`src/rtl/ge_pkg.sv`:
```
// Shared definitions for the ge_frame_max streaming maximum finder.
//   state_e   : frame FSM states
//   DEF_WIDTH : default sample width
//   DEF_IDX_W : default index width (nominal frame length 2^DEF_IDX_W)
package ge_pkg;

  localparam int unsigned DEF_WIDTH = 4;
  localparam int unsigned DEF_IDX_W = 4;

  typedef enum logic [1:0] {
    ST_IDLE  = 2'd0,
    ST_ACCUM = 2'd1,
    ST_HOLD  = 2'd2
  } state_e;

endpackage : ge_pkg

```
`src/rtl/ge_cmp.sv`:
```
// Combinational unsigned greater-or-equal comparator cell.
//   a, b : WIDTH-bit unsigned operands
//   ge_c : 1 when a >= b (equality counts as ge)
module ge_cmp #(
  parameter int unsigned WIDTH = 4
) (
  input  logic [WIDTH-1:0] a,
  input  logic [WIDTH-1:0] b,
  output logic             ge_c
);

  assign ge_c = (a >= b);

endmodule : ge_cmp

```
`src/rtl/ge_frame_max.sv`:
```
// Streaming maximum finder: tracks max/index/count over a valid/ready frame
// and presents the result on a valid/ready output at frame end.
//   clk, rst_n                  : clock, async active-low reset
//   in_valid/in_ready/in_data/in_last : input sample stream
//   out_valid/out_ready         : result handshake
//   out_max/out_idx/out_count/out_ovf : frame maximum, its index, sample
//                                 count (saturating at 2^IDX_W), overflow flag
module ge_frame_max
  import ge_pkg::*;
#(
  parameter int unsigned WIDTH = DEF_WIDTH,
  parameter int unsigned IDX_W = DEF_IDX_W
) (
  input  logic             clk,
  input  logic             rst_n,
  input  logic             in_valid,
  output logic             in_ready,
  input  logic [WIDTH-1:0] in_data,
  input  logic             in_last,
  output logic             out_valid,
  input  logic             out_ready,
  output logic [WIDTH-1:0] out_max,
  output logic [IDX_W-1:0] out_idx,
  output logic [IDX_W:0]   out_count,
  output logic             out_ovf
);

  localparam int unsigned COUNT_W = IDX_W + 1;
  localparam logic [COUNT_W-1:0] CNT_MAX = {1'b1, {IDX_W{1'b0}}};
  localparam logic [COUNT_W-1:0] CNT_ONE = {{IDX_W{1'b0}}, 1'b1};
  localparam logic [IDX_W-1:0]   IDX_SAT = {IDX_W{1'b1}};

  state_e             state_q, state_d;
  logic [WIDTH-1:0]   max_q, max_d;
  logic [IDX_W-1:0]   idx_q, idx_d;
  logic [COUNT_W-1:0] count_q, count_d;
  logic               ovf_q, ovf_d;
  logic               out_valid_q, out_valid_d;
  logic               in_ready_q, in_ready_d;

  logic               accept_c;
  logic               ge_c;
  logic               cnt_full_c;
  logic [IDX_W-1:0]   pos_c;

  // Single comparator: new sample against running maximum.
  ge_cmp #(
    .WIDTH(WIDTH)
  ) u_cmp (
    .a    (in_data),
    .b    (max_q),
    .ge_c (ge_c)
  );

  assign accept_c   = in_valid && in_ready_q;
  assign cnt_full_c = (count_q == CNT_MAX);
  // Index of the incoming sample, pinned at the top index once saturated.
  assign pos_c      = cnt_full_c ? IDX_SAT : count_q[IDX_W-1:0];

  // Next-state and datapath update.
  always_comb begin
    state_d     = state_q;
    max_d       = max_q;
    idx_d       = idx_q;
    count_d     = count_q;
    ovf_d       = ovf_q;
    out_valid_d = out_valid_q;
    in_ready_d  = in_ready_q;

    case (state_q)
      ST_IDLE: begin
        if (accept_c) begin
          max_d   = in_data;
          idx_d   = '0;
          count_d = CNT_ONE;
          ovf_d   = 1'b0;
          if (in_last) begin
            state_d     = ST_HOLD;
            out_valid_d = 1'b1;
            in_ready_d  = 1'b0;
          end else begin
            state_d = ST_ACCUM;
          end
        end
      end

      ST_ACCUM: begin
        if (accept_c) begin
          // Ties take the newest index.
          if (ge_c) begin
            max_d = in_data;
            idx_d = pos_c;
          end
          if (cnt_full_c) begin
            ovf_d = 1'b1;
          end else begin
            count_d = count_q + CNT_ONE;
          end
          if (in_last) begin
            state_d     = ST_HOLD;
            out_valid_d = 1'b1;
            in_ready_d  = 1'b0;
          end
        end
      end

      ST_HOLD: begin
        if (out_valid_q && out_ready) begin
          state_d     = ST_IDLE;
          out_valid_d = 1'b0;
          in_ready_d  = 1'b1;
        end
      end

      default: begin
        state_d     = ST_IDLE;
        out_valid_d = 1'b0;
        in_ready_d  = 1'b1;
      end
    endcase
  end

  // State and result registers.
  always_ff @(posedge clk or negedge rst_n) begin
    if (!rst_n) begin
      state_q     <= ST_IDLE;
      max_q       <= '0;
      idx_q       <= '0;
      count_q     <= '0;
      ovf_q       <= 1'b0;
      out_valid_q <= 1'b0;
      in_ready_q  <= 1'b1;
    end else begin
      state_q     <= state_d;
      max_q       <= max_d;
      idx_q       <= idx_d;
      count_q     <= count_d;
      ovf_q       <= ovf_d;
      out_valid_q <= out_valid_d;
      in_ready_q  <= in_ready_d;
    end
  end

  assign in_ready  = in_ready_q;
  assign out_valid = out_valid_q;
  assign out_max   = max_q;
  assign out_idx   = idx_q;
  assign out_count = count_q;
  assign out_ovf   = ovf_q;

endmodule : ge_frame_max

```
`config.mk`:
```
export PLATFORM = sky130hd
export DESIGN_NAME = ge_frame_max
export DESIGN_NICKNAME = d
export VERILOG_FILES = /design/src/rtl/ge_pkg.sv /design/src/rtl/ge_cmp.sv /design/src/rtl/ge_frame_max.sv
export SDC_FILE = /design/constraint.sdc
export NUM_CORES = 1
export LEC_CHECK = 0
export CAP_MARGIN = 5
export CORE_MARGIN = 2
export CORE_UTILIZATION = 46
export CTS_CLUSTER_SIZE = 28
export DETAILED_ROUTE_END_ITERATION = 16
export PLACE_DENSITY = 0.85
export SYNTH_ARGS = -nofsm -noshare
export SYNTH_HDL_FRONTEND = slang
export SYNTH_SLANG_ARGS = --single-unit
```
`constraint.sdc`:
```
create_clock -name clk -period 2.35 [get_ports clk]
set_clock_uncertainty 0.1 [all_clocks]
set_input_delay 0.47 -clock clk [delete_from_list [all_inputs] [get_ports clk]]
set_output_delay 0.47 -clock clk [all_outputs]
set_load 0.01 [all_outputs]
```
==> out/results.tsv <==
metric	value	unit
synth_area_leaders	dfrtp_1 42%, ha_1 7.3%, mux2_4 7.3%, a21oi_1 4.9%, inv_1 3.7%	
synth_edf_count	0	
ctsHoldBuffers	0	
period_needed	2.05	ns
vias	795	
wl_per_cell	13.2	um
overflow	0	
cts_resized	0	
period_share	87.4	%
dieArea	0.00262	mm^2
dp.cells	145	
drtPass1Iterations	4	
grt_max_degree	19	
rows	17	
yosysTopAreaCell	dfrtp_1	
io_buffers	24	
synth_top_family_by_area	simple AND/OR/NAND/NOR gates	
worstMarginPinSlew	0.460	ns
final_nets	137	
synthCells	93	
synth_common_cells	17 x dfrtp_1, 10 x a21oi_1, 10 x inv_1	
synthMuxAreaShare	8.45	%
hold_viol	0	
clk_latency	0.29	ns
antennaDiodeCount	0	
setup_ws	0.296	ns
post-synth-top-count-cell	dfrtp_1	
drive_above_1_share	15.7	%
crit_end	out_max[1]$_DFFE_PN0P_	
cts_tree	yes	
cts_root_buffer	clkbuf_4	
yosysUniqueCellTypes	33	
leakagePower	0.582	nW
cts_made_buffers	3	
wirelength	1970	um
synth_ff_type	dfrtp_1	
power.total	0.499	mW
ant_nets	0	
critical_path_class	primary input to flop	
post-place-ws	-0.00554	ns
grt_antenna_before_repair	0	
worstPathArrival	2.13	ns
synth-compound-area-share	15.1	%
crit_path_end_kind	flop	
synthAdderAreaFrac	7.34	%
io_pins	25	
cts_sinks	18	
coreArea	0.00215	mm^2
ys_ff_latch	18	
rr_startpoint	out_count[1]$_DFFE_PN0P_	
drt_iter0_drc	15	
start_util	47.6	%
synth-async-reset-ratio	100	%
slew_viol_final	0	
r2r_end	out_count[0]$_DFFE_PN0P_	
rsz0062_at_grt	false	
die_y	51.1	um
setup_violations	0	
cts_setup_buffers	0	
syn_avg_cell_area	11.0	um^2
synth_top_area_share	41.6	%
mappedNetlistArea	0.00102	mm^2
ys.warnings.count	0	
die_width	51.1	um
hold_class	primary input to asynchronous set/reset pin	
clock.fmax	0.487	GHz
crit_path_start	in_data[0]	
ir_drop	0.000247	V
grt_pass1_vias	754	
p_per_area	378	mW/mm^2
maxCapViolCount	0	
place_hpwl	1510	um
clk_pin_slew_worst_paths	0.11	ns
slew_headroom	68.5	%
clockBufferDepth	2	
status	complete, no violations	
critPathLaunchType	primary input	
synthSimpleGateAreaFrac	19.7	%
required	2.43	ns
synth_nets	108	
grtUsageTotal	17.2	%
grt_first_pass_wirelength	3410	um
synth-seq-area-share	44.2	%
r2r_slack	0.56	ns
path_max_fanout	7	
gp_congestion	0.823	
drc	0	
stdcell_count	149	
cts-htree-levels	1	
post-route-util	61.6	%
vias_per_cell	5.34	
syn_to_final_growth	29.4	%
r2r_cells	6	
synthXorXnorAreaFrac	0	%
[through the flow]
step / setup TNS, ns / hold WS [ns] / instance area (um^2)
6_report: 0 / 0.386 / 1320
5_1_grt: 0 / 0.419 / 1320
4_1_cts: 0 / 0.388 / 1320
3_5_place_dp: -0.0129 / 0.395 / 1300
3_3_place_gp: 0 / 0.393 / 1300
2_1_floorplan: 0 / 0.0744 / 1020
[state kept, by name, summed over array words and instances, names as in the netlist]
register	flops
out_count	5
out_idx	4
out_max	4
state_q	2
in_ready	1
out_ovf	1
out_valid	1
[metal layers]
| layer | up-vias | routed length (um) | global-route usage [%] |
|---|---|---|---|
| met3 | 2 | 92 | 2.34 |
| met4 | 0 | 12 | 6.76 |
| met2 | 25 | 957 | 29.7 |
| met5 | - | 0 | 0 |
| li1 | 388 | - | - |
| met1 | 380 | 910 | 21.7 |
[cell usage in the layout (no fill, tap or decap), types with 3 or more instances in the layout]
master           count
clkdlybuf4s50_1     24
dfrtp_1             17
inv_1               10
a21oi_1             10
nor2_1               6
nand2_1              6
ha_1                 6
mux2_4               5
nand3_1              4
a22o_1               3
clkbuf_4             3
[cell type report]
class	instances	area, um^2
multi-input combinational	63	517
clock buffer	4	26.3
fill	177	826
timing repair buffer	26	255
tap	28	35.0
inverter	10	37.5
sequential	18	452
[cells by family (layout without fill, tap and decap cells)]
logic type                 Yosys count  after routing
AOI/OAI and AO/OA                   23             23
buffers and inverters               12             40
and+or+nand+nor                     28             28
DFF                                 18             18
muxes                                6              6
adders and majority gates            6              6
[power breakdown]
part	leakage (nW)	internal, mW	total, mW	switching, mW
registers	0.232	0.310	0.310	0
logic	0.335	0.0160	0.0305	0.0145
clock network	0.0150	0.0659	0.159	0.0935
[worst min-delay path by stage]
stage / from / end / slack (ns) / cells after the start
after global routing: rst_n / out_idx[1]$_DFFE_PN0P_ / 0.42 / 2
after floorplan: rst_n / out_count[0]$_DFFE_PN0P_ / 0.07 / 0
after detailed placement: out_idx[2]$_DFFE_PN0P_ / out_idx[2]$_DFFE_PN0P_ / 0.39 / 1
after global placement: out_idx[3]$_DFFE_PN0P_ / out_idx[3]$_DFFE_PN0P_ / 0.39 / 1
final: rst_n / out_count[1]$_DFFE_PN0P_ / 0.39 / 2
after CTS: rst_n / out_idx[1]$_DFFE_PN0P_ / 0.39 / 2
[critical path, cell delays in order]
cell and delay [ns]:
clkdlybuf4s50_1 0.48, inv_1 0.05, ha_1 0.28, nor3b_1 0.23, o211ai_2 0.15, nand2_4 0.15
mux2_4 0.31
(Power assumes the default switching activity.)
